### src/rtl/ttt_token_processor_if.sv
// Bundled token/threshold inputs and event outputs of ttt_token_processor.
// The master side drives the stimulus and the slave side is the processor.
interface ttt_token_processor_if #(
  parameter int NEW_TOKENS_BITS = 4,
  parameter int TOKENS_BITS     = 8,
  parameter int DURATION_BITS   = 4
);
  logic                       ena;
  logic [NEW_TOKENS_BITS-1:0] new_good_tokens;
  logic [NEW_TOKENS_BITS-1:0] new_bad_tokens;
  logic [TOKENS_BITS-1:0]     good_tokens_threshold;
  logic [TOKENS_BITS-1:0]     bad_tokens_threshold;
  logic [DURATION_BITS-1:0]   duration;
  logic                       token_start;
  logic                       token_stop;
  logic                       active;
  logic [TOKENS_BITS-1:0]     good_count;

  modport master (
    output ena, new_good_tokens, new_bad_tokens,
           good_tokens_threshold, bad_tokens_threshold, duration,
    input  token_start, token_stop, active, good_count
  );

  modport slave (
    input  ena, new_good_tokens, new_bad_tokens,
           good_tokens_threshold, bad_tokens_threshold, duration,
    output token_start, token_stop, active, good_count
  );
endinterface

### src/rtl/ttt_token_processor.sv
// Tick-tock-tokens processor: saturating good/bad accumulators, veto/fire logic and a timed active window.
// Optional macro TTT_RETRIGGER_EN lets tokens keep accumulating and reload the timer while ACTIVE.
module ttt_token_processor #(
  parameter int NEW_TOKENS_BITS = 4,
  parameter int TOKENS_BITS     = 8,
  parameter int DURATION_BITS   = 4
) (
  input  logic                  clk,
  input  logic                  rst_n,
  ttt_token_processor_if.slave  bus
);

  localparam int SUM_W = TOKENS_BITS + 1;

  typedef enum logic {IDLE, ACTIVE} state_t;

  state_t                     state_q, state_d;
  logic [TOKENS_BITS-1:0]     good_q, good_d;
  logic [TOKENS_BITS-1:0]     bad_q, bad_d;
  logic [DURATION_BITS-1:0]   timer_q, timer_d;
  logic                       start_q, start_d;
  logic                       stop_q, stop_d;

  logic [NEW_TOKENS_BITS-1:0] new_good;
  logic [NEW_TOKENS_BITS-1:0] new_bad;
  logic [SUM_W-1:0]           g_sum;
  logic [SUM_W-1:0]           b_sum;
  logic [TOKENS_BITS-1:0]     g_next;
  logic [TOKENS_BITS-1:0]     b_next;
  logic                       veto;
  logic                       fire;

  assign new_good = bus.new_good_tokens;
  assign new_bad  = bus.new_bad_tokens;

  // One extra sum bit catches overflow so the accumulators clamp at all-ones.
  assign g_sum  = {1'b0, good_q} + SUM_W'(new_good);
  assign b_sum  = {1'b0, bad_q} + SUM_W'(new_bad);
  assign g_next = g_sum[TOKENS_BITS] ? {TOKENS_BITS{1'b1}} : g_sum[TOKENS_BITS-1:0];
  assign b_next = b_sum[TOKENS_BITS] ? {TOKENS_BITS{1'b1}} : b_sum[TOKENS_BITS-1:0];

  // A zero threshold disables its rule; veto is checked before fire wherever both apply.
  assign veto = (bus.bad_tokens_threshold != '0) && (b_next >= bus.bad_tokens_threshold);
  assign fire = (bus.good_tokens_threshold != '0) && (g_next >= bus.good_tokens_threshold);

`ifdef TTT_RETRIGGER_EN
  logic retrig;
`endif

  always_comb begin
    state_d = state_q;
    good_d  = good_q;
    bad_d   = bad_q;
    timer_d = timer_q;
    start_d = 1'b0;
    stop_d  = 1'b0;
`ifdef TTT_RETRIGGER_EN
    retrig  = 1'b0;
`endif
    if (bus.ena) begin
      case (state_q)
        IDLE: begin
          if (veto) begin
            good_d = '0;
            bad_d  = '0;
          end else if (fire) begin
            state_d = ACTIVE;
            timer_d = bus.duration;
            start_d = 1'b1;
            good_d  = '0;
            bad_d   = '0;
          end else begin
            good_d = g_next;
            bad_d  = b_next;
          end
        end
        ACTIVE: begin
`ifdef TTT_RETRIGGER_EN
          if (veto) begin
            good_d = '0;
            bad_d  = '0;
          end else if (fire) begin
            retrig  = 1'b1;
            timer_d = bus.duration;
            good_d  = '0;
            bad_d   = '0;
          end else begin
            good_d = g_next;
            bad_d  = b_next;
          end
          // A reload on the last window cycle suppresses the exit.
          if (!retrig) begin
            if (timer_q == '0) begin
              state_d = IDLE;
              stop_d  = 1'b1;
            end else begin
              timer_d = timer_q - 1'b1;
            end
          end
`else
          good_d = '0;
          bad_d  = '0;
          if (timer_q == '0) begin
            state_d = IDLE;
            stop_d  = 1'b1;
          end else begin
            timer_d = timer_q - 1'b1;
          end
`endif
        end
        default: state_d = IDLE;
      endcase
    end
  end

  always_ff @(posedge clk) begin
    if (!rst_n) begin
      state_q <= IDLE;
      good_q  <= '0;
      bad_q   <= '0;
      timer_q <= '0;
      start_q <= 1'b0;
      stop_q  <= 1'b0;
    end else begin
      state_q <= state_d;
      good_q  <= good_d;
      bad_q   <= bad_d;
      timer_q <= timer_d;
      start_q <= start_d;
      stop_q  <= stop_d;
    end
  end

  assign bus.token_start = start_q;
  assign bus.token_stop  = stop_q;
  assign bus.active      = (state_q == ACTIVE);
  assign bus.good_count  = good_q;

endmodule

### src/flat_wrapper.sv
// flat-port wrapper written by rule: the top's interface ports become plain ports
module ttt_token_processor_flat 
#(
  parameter int NEW_TOKENS_BITS = 4,
  parameter int TOKENS_BITS     = 8,
  parameter int DURATION_BITS   = 4
)
  (clk, rst_n, bus_ena, bus_new_good_tokens, bus_new_bad_tokens, bus_good_tokens_threshold, bus_bad_tokens_threshold, bus_duration, bus_token_start, bus_token_stop, bus_active, bus_good_count);
  ttt_token_processor_if #(.NEW_TOKENS_BITS(NEW_TOKENS_BITS), .TOKENS_BITS(TOKENS_BITS), .DURATION_BITS(DURATION_BITS)) bus_i ();
  input  logic clk;
  input  logic rst_n;
  input wire logic [$bits(bus_i.ena)-1:0] bus_ena;
  input wire logic [$bits(bus_i.new_good_tokens)-1:0] bus_new_good_tokens;
  input wire logic [$bits(bus_i.new_bad_tokens)-1:0] bus_new_bad_tokens;
  input wire logic [$bits(bus_i.good_tokens_threshold)-1:0] bus_good_tokens_threshold;
  input wire logic [$bits(bus_i.bad_tokens_threshold)-1:0] bus_bad_tokens_threshold;
  input wire logic [$bits(bus_i.duration)-1:0] bus_duration;
  output wire logic [$bits(bus_i.token_start)-1:0] bus_token_start;
  output wire logic [$bits(bus_i.token_stop)-1:0] bus_token_stop;
  output wire logic [$bits(bus_i.active)-1:0] bus_active;
  output wire logic [$bits(bus_i.good_count)-1:0] bus_good_count;
  assign bus_i.ena = bus_ena;
  assign bus_i.new_good_tokens = bus_new_good_tokens;
  assign bus_i.new_bad_tokens = bus_new_bad_tokens;
  assign bus_i.good_tokens_threshold = bus_good_tokens_threshold;
  assign bus_i.bad_tokens_threshold = bus_bad_tokens_threshold;
  assign bus_i.duration = bus_duration;
  assign bus_token_start = bus_i.token_start;
  assign bus_token_stop = bus_i.token_stop;
  assign bus_active = bus_i.active;
  assign bus_good_count = bus_i.good_count;
  ttt_token_processor #(.NEW_TOKENS_BITS(NEW_TOKENS_BITS), .TOKENS_BITS(TOKENS_BITS), .DURATION_BITS(DURATION_BITS)) u_core (.clk(clk), .rst_n(rst_n), .bus(bus_i));
endmodule
### config.mk
export PLATFORM = sky130hd
export DESIGN_NAME = ttt_token_processor_flat
export DESIGN_NICKNAME = d
export VERILOG_FILES = /design/src/rtl/ttt_token_processor_if.sv /design/src/rtl/ttt_token_processor.sv /design/src/flat_wrapper.sv
export SDC_FILE = /design/constraint.sdc
export NUM_CORES = 1
export LEC_CHECK = 0
export CAP_MARGIN = 20
export CORE_MARGIN = 2
export CORE_UTILIZATION = 50
export CTS_CLUSTER_SIZE = 30
export DETAILED_ROUTE_END_ITERATION = 6
export PLACE_DENSITY = 0.8
export SKIP_CTS_REPAIR_TIMING = 1
export SYNTH_ARGS = -nofsm -noshare
export SYNTH_HDL_FRONTEND = slang
export SYNTH_SLANG_ARGS = --single-unit
### constraint.sdc
create_clock -name clk -period 5.8 [get_ports clk]
set_input_delay 0.87 -clock clk [delete_from_list [all_inputs] [get_ports clk]]
set_output_delay 0.87 -clock clk [all_outputs]
set_load 0.02 [all_outputs]
# == After elaboration in Yosys (flattened, before gate mapping) ==
# Index checks and enable logic that the tools add are counted.
# totals
ff_bits,23
latch_bits,0
mem_bits_rw,0
mem_bits_ro,0
output_inout_bits,11
word_cells,42
memories,0
# op_classes
addsub,3
multipliers,0
div_mod_pow,0
order_cmp,2
eq_ne,3
shift,0
muxes,17
bitwise,3
n_reduce_logical,8
# ops
operator,count
8-bit 2-to-1 mux,6
8-bit one-hot mux with 2 select lines,2
8-bit by 4-bit adder with 9-bit output,2
8-bit greater-or-equal comparator,2
8-bit nonzero test,2
4-bit 2-to-1 mux,3
4-bit one-hot mux with 2 select lines,1
4-bit logical NOT,1
1-bit 2-to-1 mux,4
2-bit inequality test (second input constant),2
4-bit AND reduction,1
4-bit by 1-bit subtractor with 4-bit output (second input constant),1
1-bit NOT,3
3-bit AND reduction,1
3-bit OR reduction,1
1-bit logical AND,2
2-bit by 1-bit inequality test with 1-bit output (second input constant),1
1-bit one-hot mux with 2 select lines,1

# == Logic depth before layout (Yosys ltp) ==
# Gate-level depths: netlist of the first run.
# logic_depth
word_depth,7
ltp_mapped,15

# == Worst setup path before layout of the first run ==
# OpenSTA, ideal clock, no wires.
# synth_path
path_kind,input port to flip-flop
startpoint,input bus_new_good_tokens[0]
endpoint,register u_core.bad_q[6]
setup_time_ps,60
t_arrival_ps,3677
t_required_ps,5740
path_slack_ps,2064
stages,15
path_cell_list,ha_1 fa_1 a21o_1 a21oi_1 nor2b_1 nand2_1 nand2b_1 ha_1 nor2b_1 o211a_1 o311ai_4 o211ai_2 nor2_4 buf_6 a22o_1
# synth_via
elab_chain_len,7
# synth_rtl
element,line_no,text
from (decl),flat_wrapper.sv:13,input wire logic [$bits(bus_i.new_good_tokens)-1:0] bus_new_good_tokens;
8-bit by 4-bit adder with 9-bit output,ttt_token_processor.sv:37,"assign g_sum = {1'b0, good_q} + SUM_W'(new_good);"
8-bit 2-to-1 mux,ttt_token_processor.sv:39,assign g_next = g_sum[TOKENS_BITS] ? {TOKENS_BITS{1'b1}} : g_sum[TOKENS_BITS-1:0];
8-bit greater-or-equal comparator,ttt_token_processor.sv:44,assign fire = (bus.good_tokens_threshold != '0) && (g_next >= bus.good_tokens_threshold);
1-bit logical AND,ttt_token_processor.sv:44,
8-bit 2-to-1 mux,ttt_token_processor.sv:66,end else if (fire) begin
8-bit 2-to-1 mux,ttt_token_processor.sv:63,if (veto) begin
8-bit one-hot mux with 2 select lines,ttt_token_processor.sv:61,case (state_q)
to (signal assigned),ttt_token_processor.sv:120,bad_q <= '0;
to (signal assigned),ttt_token_processor.sv:127,bad_q <= bad_d;
to (decl),ttt_token_processor.sv:19,"logic [TOKENS_BITS-1:0] bad_q, bad_d;"
# No other way between the ends.
# A chain may end at the register's enable or synchronous reset.

# == Worst setup path in the final report of the first run ==
# layout_path
startpoint,input bus_new_bad_tokens[0]
endpoint,register u_core.good_q[7] (netlist: u_core.bus.good_count[7])
# layout_via
elab_chain_len,6
# layout_rtl
element,line_no,text
from (decl),flat_wrapper.sv:14,input wire logic [$bits(bus_i.new_bad_tokens)-1:0] bus_new_bad_tokens;
8-bit by 4-bit adder with 9-bit output,ttt_token_processor.sv:38,"assign b_sum = {1'b0, bad_q} + SUM_W'(new_bad);"
8-bit 2-to-1 mux,ttt_token_processor.sv:40,assign b_next = b_sum[TOKENS_BITS] ? {TOKENS_BITS{1'b1}} : b_sum[TOKENS_BITS-1:0];
8-bit greater-or-equal comparator,ttt_token_processor.sv:43,assign veto = (bus.bad_tokens_threshold != '0) && (b_next >= bus.bad_tokens_threshold);
1-bit logical AND,ttt_token_processor.sv:43,
8-bit 2-to-1 mux,ttt_token_processor.sv:63,
8-bit one-hot mux with 2 select lines,ttt_token_processor.sv:61,
to (signal assigned),ttt_token_processor.sv:126,good_q <= good_d;
to (decl),ttt_token_processor.sv:18,"logic [TOKENS_BITS-1:0] good_q, good_d;"
# No other way between the ends.

==> results of run 1 <==
worst reg2reg max path: cells and delay by family, from the launching register on:
family                     cells  cell delay [ns]
and+or+nand+nor                5             0.86
adders and majority gates      3             0.93
DFF                            1             0.34
AOI/OAI and AO/OA              6             1.37
power breakdown:
| group | internal, mW | leakage, nW | switching, mW |
|---|---|---|---|
| Sequential | 0.170 | 0.187 | 0.0123 |
| Combinational | 0.0936 | 0.793 | 0.0942 |
| Clock | 0.0481 | 0.0255 | 0.0553 |
per-stage QoR:
step           hold slack, ns  cell area, µm²
2_1_floorplan          0.4462            1842
5_1_grt                0.5226            2336
6_report               0.4897            2336
3_3_place_gp           0.4650            2290
3_5_place_dp           0.4684            2290
4_1_cts                0.4875            2336
worst min path at each step:
stage                                                      from                               endpoint  slack [ns]  cells after the start
after floorplan                    u_core.bad_q[2]$_SDFFE_PN0P_           u_core.bad_q[2]$_SDFFE_PN0P_        0.45                      1
after global placement             u_core.bad_q[3]$_SDFFE_PN0P_           u_core.bad_q[3]$_SDFFE_PN0P_        0.47                      1
after detailed placement           u_core.bad_q[3]$_SDFFE_PN0P_           u_core.bad_q[3]$_SDFFE_PN0P_        0.47                      1
after CTS                          u_core.bad_q[3]$_SDFFE_PN0P_           u_core.bad_q[3]$_SDFFE_PN0P_        0.49                      1
after global routing               u_core.bad_q[2]$_SDFFE_PN0P_           u_core.bad_q[2]$_SDFFE_PN0P_        0.52                      1
final                     u_core.bus.good_count[0]$_SDFFE_PN0P_  u_core.bus.good_count[0]$_SDFFE_PN0P_        0.49                      2
cells by family (layout without fill, tap and decap cells):
kind of cell / Yosys count / after routing / share of synthesized area [%]
flip-flops: 23 / 23 / 25.00
buffers and inverters: 26 / 67 / 5.706
AND/OR/NAND/NOR: 67 / 67 / 19.16
multiplexers: 1 / 1 / 0.5435
XOR/XNOR: 3 / 3 / 1.427
AO/OA/AOI/OAI: 71 / 71 / 29.01
adder cells (fa/ha/maj): 27 / 27 / 19.16
routing by layer:
metal	vias up	share of wire, %	global-route usage, %
met4	0	2.8	10.64
met2	61	46	35.94
li1	900	-	-
met3	11	5.2	3.125
met5	-	0	0
met1	781	46	28.13
layout by cell type, fill, tap and decap left out, types with 2 or more instances in the layout:
cell type and count:
clkdlybuf4s50_1 41, ha_1 25, dfxtp_1 23, inv_1 22, nand2_1 13, a22o_1 13
a21oi_1 12, nor2_1 10, nor2b_1 8, nand3_1 8, o21ai_1 7, a31oi_1 7
a21o_1 6, o21ai_0 6, nor3_1 6, a211oi_1 5, or3_1 4, nor4_1 4
nand4_1 3, clkbuf_8 3, and3_1 2, xnor2_1 2, o2111ai_1 2, a32oi_1 2
nand2b_1 2, and2_1 2, fa_1 2
layout make-up:
class                   count  area (µm²)
fillers                   320        1270
inverters                  22       82.58
clock inverters             1       5.005
multi-input cells         169        1276
well taps                  48       60.06
flip-flops and latches     23       460.4
repair buffers             41       410.4
clock buffers               3       41.29
state kept, by name (all words and copies together), names as in the netlist:
name / flops
u_core.bad_q: 8
u_core.bus.good_count: 8
u_core.timer_q: 4
u_core.bus.active: 1
u_core.bus.token_start: 1
u_core.bus.token_stop: 1
==> flow_summary.ini, run 1 <==
[synth]
ys_warn_count = 0
yosysTopAreaCell = dfxtp_1
syn_area_per_cell_um2 = 8.448
ys.flop_type = dfxtp_1
synth_area_leaders = dfxtp_1, ha_1, a22o_1, inv_1, a21oi_1
ys_top_cells_by_count = ha_1, dfxtp_1, inv_1
syn_nets = 276
ys_async_sr_fraction_pct = 0
ys_seq_area_share_pct = 25.00
synth_edf_count = 0
syn_area_mm2 = 0.001842
synth_cell_types = 45
synth_cells = 218
ys_ff_latch = 23
synth_top_area_share_pct = 25.00
synth_most_common_cell = ha_1

[worst_setup_path]
worstSetupEndpointType = flip-flop
regToRegStartpoint = u_core.bus.good_count[0]$_SDFFE_PN0P_
cp.depth = 14
cp.arrival_ns = 4.45
crit_path_max_fanout = 13
reg2reg_depth = 14
rr_endpoint = u_core.bus.good_count[7]$_SDFFE_PN0P_
crit_chain = clkdlybuf4s50_1, ha_1, fa_1, a21o_1, a21oi_1, nor3_1, a21oi_1, ha_1, a21o_1, a211oi_1, o21a_2, o211ai_2, nor2_4, a22o_1
startpoint_type = input pin
cp.required_ns = 6.01
endpoint = u_core.bus.good_count[7]$_SDFFE_PN0P_
startpoint = bus_new_bad_tokens[0]
path_class = in2reg
slowest_stage = fa_1
ff2ff_setup_slack_ns = 2.24
cpPeakStageDelay_ns = 0.42
critPathBufInv = 1
critPathTopFamily = compound AO/OA/AOI/OAI gates

[floorplan]
die_w_um = 64.69
ios = 42
initial_core_util_pct = 51.08
die-area_mm2 = 0.004185
die_h_um = 64.69
coreArea_mm2 = 0.003606
rows = 22

[clock_tree]
cts-buffers-inserted = 3
cts_buffer_depth = 2
cts.sinks = 23
clk_pin_slew_ns = 0.09
clock-root-buffer = clkbuf_8
htreeDepth = 1
cts_tree = yes
clk_latency_ns = 0.27

[timing]
timing.final.hold_violations = 0
fin_ws_ns = 1.561
period_minus_slack_ns = 4.239
tns_ns = 0
drv_slew = 0
skew_ns = 0.005515
setup_viol = 0
rsz0062_at_grt = false
tightest_slew_ns = 1.074
fin_crit_sh_pct = 73.08
fmax_mhz = 235.9
relSlewSlack_pct = 28.11

[placed_design]
preCtsSetupSlack_ns = 1.276
hpwl_um = 3486
port-buffer-count = 41
gp_congestion = 0.8637
place_inst = 303

[flow_run]
maxCapViolCount = 0

[detailed_routing]
drtIter0Drc = 104
routed_wl_um = 4271
first_pass_iters = 4
drc = 0
vias_per_cell = 5.710
vias = 1753
antenna_left = 0
wl_per_cell_um = 13.91

[global_routing]
grt-ovfl-total = 0
antenna_found_initial = 0
grt_pass1_vias = 1568
grtUsageTotal_pct = 21.89
grt_max_degree = 16
grt_pass1_wl_um = 7162

[min_path]
holdCritPathClass = reg2reg

[layout]
final_cells = 307
utilization_pct = 64.78
antenna_cells = 0
drive_gt1_share_pct = 3.861
fin_nets = 318
syn_to_final_growth_pct = 26.83

[power]
power.leakage_nw = 1.005
ir_drop_mv = 0.09358
power_density_mw_per_mm2 = 202.7
power_uw = 473.5

[run_status]
status = completed
Note: power is estimated with default switching activity, not from simulation.
==> run 2, diff against run 1 <==
==> constraint.sdc (replaced) <==
create_clock -name clk -period 3.95 [get_ports clk]
set_input_delay 0.5925 -clock clk [delete_from_list [all_inputs] [get_ports clk]]
set_output_delay 0.5925 -clock clk [all_outputs]
set_load 0.02 [all_outputs]
==> run 2 against run 1 <==
  * Flip-flop and latch count is the same
  * Die area is the same
  * Utilization grew 2.7 points
  * Largest cell class unchanged
  * Critical endpoint is now u_core.timer_q[1]$_SDFFE_PN0P_
==> flow_summary.ini, run 2 (same netlist as run 1, synthesis figures left out) <==
[clock_tree]
cts-buffers-inserted = 3
clk_latency_ns = 0.27
clk_pin_slew_ns = 0.08
clock-root-buffer = clkbuf_8
cts.sinks = 23
cts_tree = yes
cts_buffer_depth = 2
htreeDepth = 1

[worst_setup_path]
worstSetupEndpointType = flip-flop
cp.required_ns = 4.14
regToRegStartpoint = u_core.bus.good_count[0]$_SDFFE_PN0P_
cp.arrival_ns = 3.94
rr_endpoint = u_core.timer_q[1]$_SDFFE_PN0P_
crit_path_max_fanout = 10
reg2reg_depth = 15
startpoint_type = input pin
ff2ff_setup_slack_ns = 0.57
path_class = in2reg

[power]
power_density_mw_per_mm2 = 292.2
power_uw = 711.4
ir_drop_mv = 0.2249
power.leakage_nw = 1.064

[placed_design]
gp_congestion = 0.8956
dpl_cell_area_mm2 = 0.002385
preCtsSetupSlack_ns = -0.1071
hpwl_um = 3386
port-buffer-count = 41
place_inst = 314

[detailed_routing]
drc = 0
wl_per_cell_um = 13.25
first_pass_iters = 5
drtIter0Drc = 65
vias_per_cell = 5.619
vias = 1787
routed_wl_um = 4214
antenna_left = 0

[global_routing]
antenna_found_initial = 0
grtUsageTotal_pct = 22.25
grt-ovfl-total = 0
grt_pass1_vias = 1693
grt_max_degree = 16
grt_pass1_wl_um = 7431

[layout]
drive_gt1_share_pct = 8.148
syn_to_final_growth_pct = 32.20
fin_nets = 329
utilization_pct = 67.52
antenna_cells = 0
n_fill_cell = 303
final_cells = 318
final_cell_area_mm2 = 0.002435
final_common_cell = clkdlybuf4s50_1
layout_common_cells = clkdlybuf4s50_1, ha_1, dfxtp_1, inv_1

[timing]
rsz0062_at_grt = false
fin_crit_sh_pct = 94.82
skew_ns = 0.007487
timing.final.hold_violations = 0
drv_slew = 0
holdWs_ns = 0.4926
fin_ws_ns = 0.2046
setup_viol = 0
tightest_slew_ns = 1.028
relSlewSlack_pct = 31.21
period_minus_slack_ns = 3.745
fmax_mhz = 267.0
tns_ns = 0

[floorplan]
die_h_um = 64.69
ios = 42
die-area_mm2 = 0.004185
initial_core_util_pct = 51.08
coreArea_mm2 = 0.003606
rows = 22
die_w_um = 64.69

[min_path]
holdPathStages = 2
hold-path-endpoint = u_core.bus.good_count[0]$_SDFFE_PN0P_
holdCritPathClass = reg2reg
min_from = u_core.bus.good_count[0]$_SDFFE_PN0P_

[run_status]
status = completed

[flow_run]
maxCapViolCount = 0
-- run 2: changes by cell type in the layout (fill, tap and decap cells not counted) --
cell / previous run / this run
a21oi_1: 12 / 11
buf_4: 0 / 10
a21oi_2: 0 / 1
buf_12: 0 / 1
-- run 2: worst max path at each step --
stage	from	endpoint	slack [ns]	depth (start not counted)
2_1_floorplan	bus_new_good_tokens[0]	u_core.bad_q[6]$_SDFFE_PN0P_	0.49	15
3_3_place_gp	bus_new_good_tokens[0]	u_core.timer_q[1]$_SDFFE_PN0P_	-0.08	15
3_5_place_dp	bus_new_good_tokens[0]	u_core.timer_q[0]$_SDFFE_PN0P_	-0.11	16
4_1_cts	bus_new_good_tokens[0]	u_core.timer_q[1]$_SDFFE_PN0P_	0.15	16
5_1_grt	bus_new_good_tokens[0]	u_core.timer_q[3]$_SDFFE_PN0P_	0.06	16
6_report	bus_new_good_tokens[0]	u_core.timer_q[1]$_SDFFE_PN0P_	0.20	16
-- run 2: cell type report --
type                            instances  area (µm²)  share of cell area (%)
Multi-Input combinational cell        169        1280                   52.57
Timing Repair Buffer                   52       505.5                   20.76
Sequential cell                        23       460.4                   18.91
Inverter                               22       82.58                   3.392
Tap cell                               48       60.06                   2.467
Clock buffer                            3       41.29                   1.696
Clock inverter                          1       5.005                  0.2055
-- run 2: report_power, final --
group	internal, mW	total [mW]	switching [mW]
clock	0.0705	0.148	0.0778
combinational	0.154	0.296	0.142
sequential	0.250	0.268	0.0181
total	0.474	0.711	0.238
-- run 2: per-layer routing --
metal / wire length (µm) / track usage (%) / part of all wire, % / vias up
li1: - / - / - / 921
met2: 2059 / 40.36 / 49 / 50
met4: 61 / 6.117 / 1.4 / 0
met5: 0 / 0 / 0 / -
met1: 1901 / 27.08 / 45 / 809
met3: 191 / 3.646 / 4.5 / 7
-- run 2: critical path, cell delays in order --
cell and delay, ns:
clkdlybuf4s50_1 0.40, ha_1 0.20, fa_1 0.40, a21o_1 0.21
a21oi_2 0.18, nor2b_1 0.10, nand2_1 0.09, buf_4 0.12
nand2_1 0.10, ha_1 0.31, a31oi_1 0.18, nor2b_1 0.09
o311ai_4 0.30, a2bb2oi_4 0.15, or3_1 0.33, a31oi_1 0.16
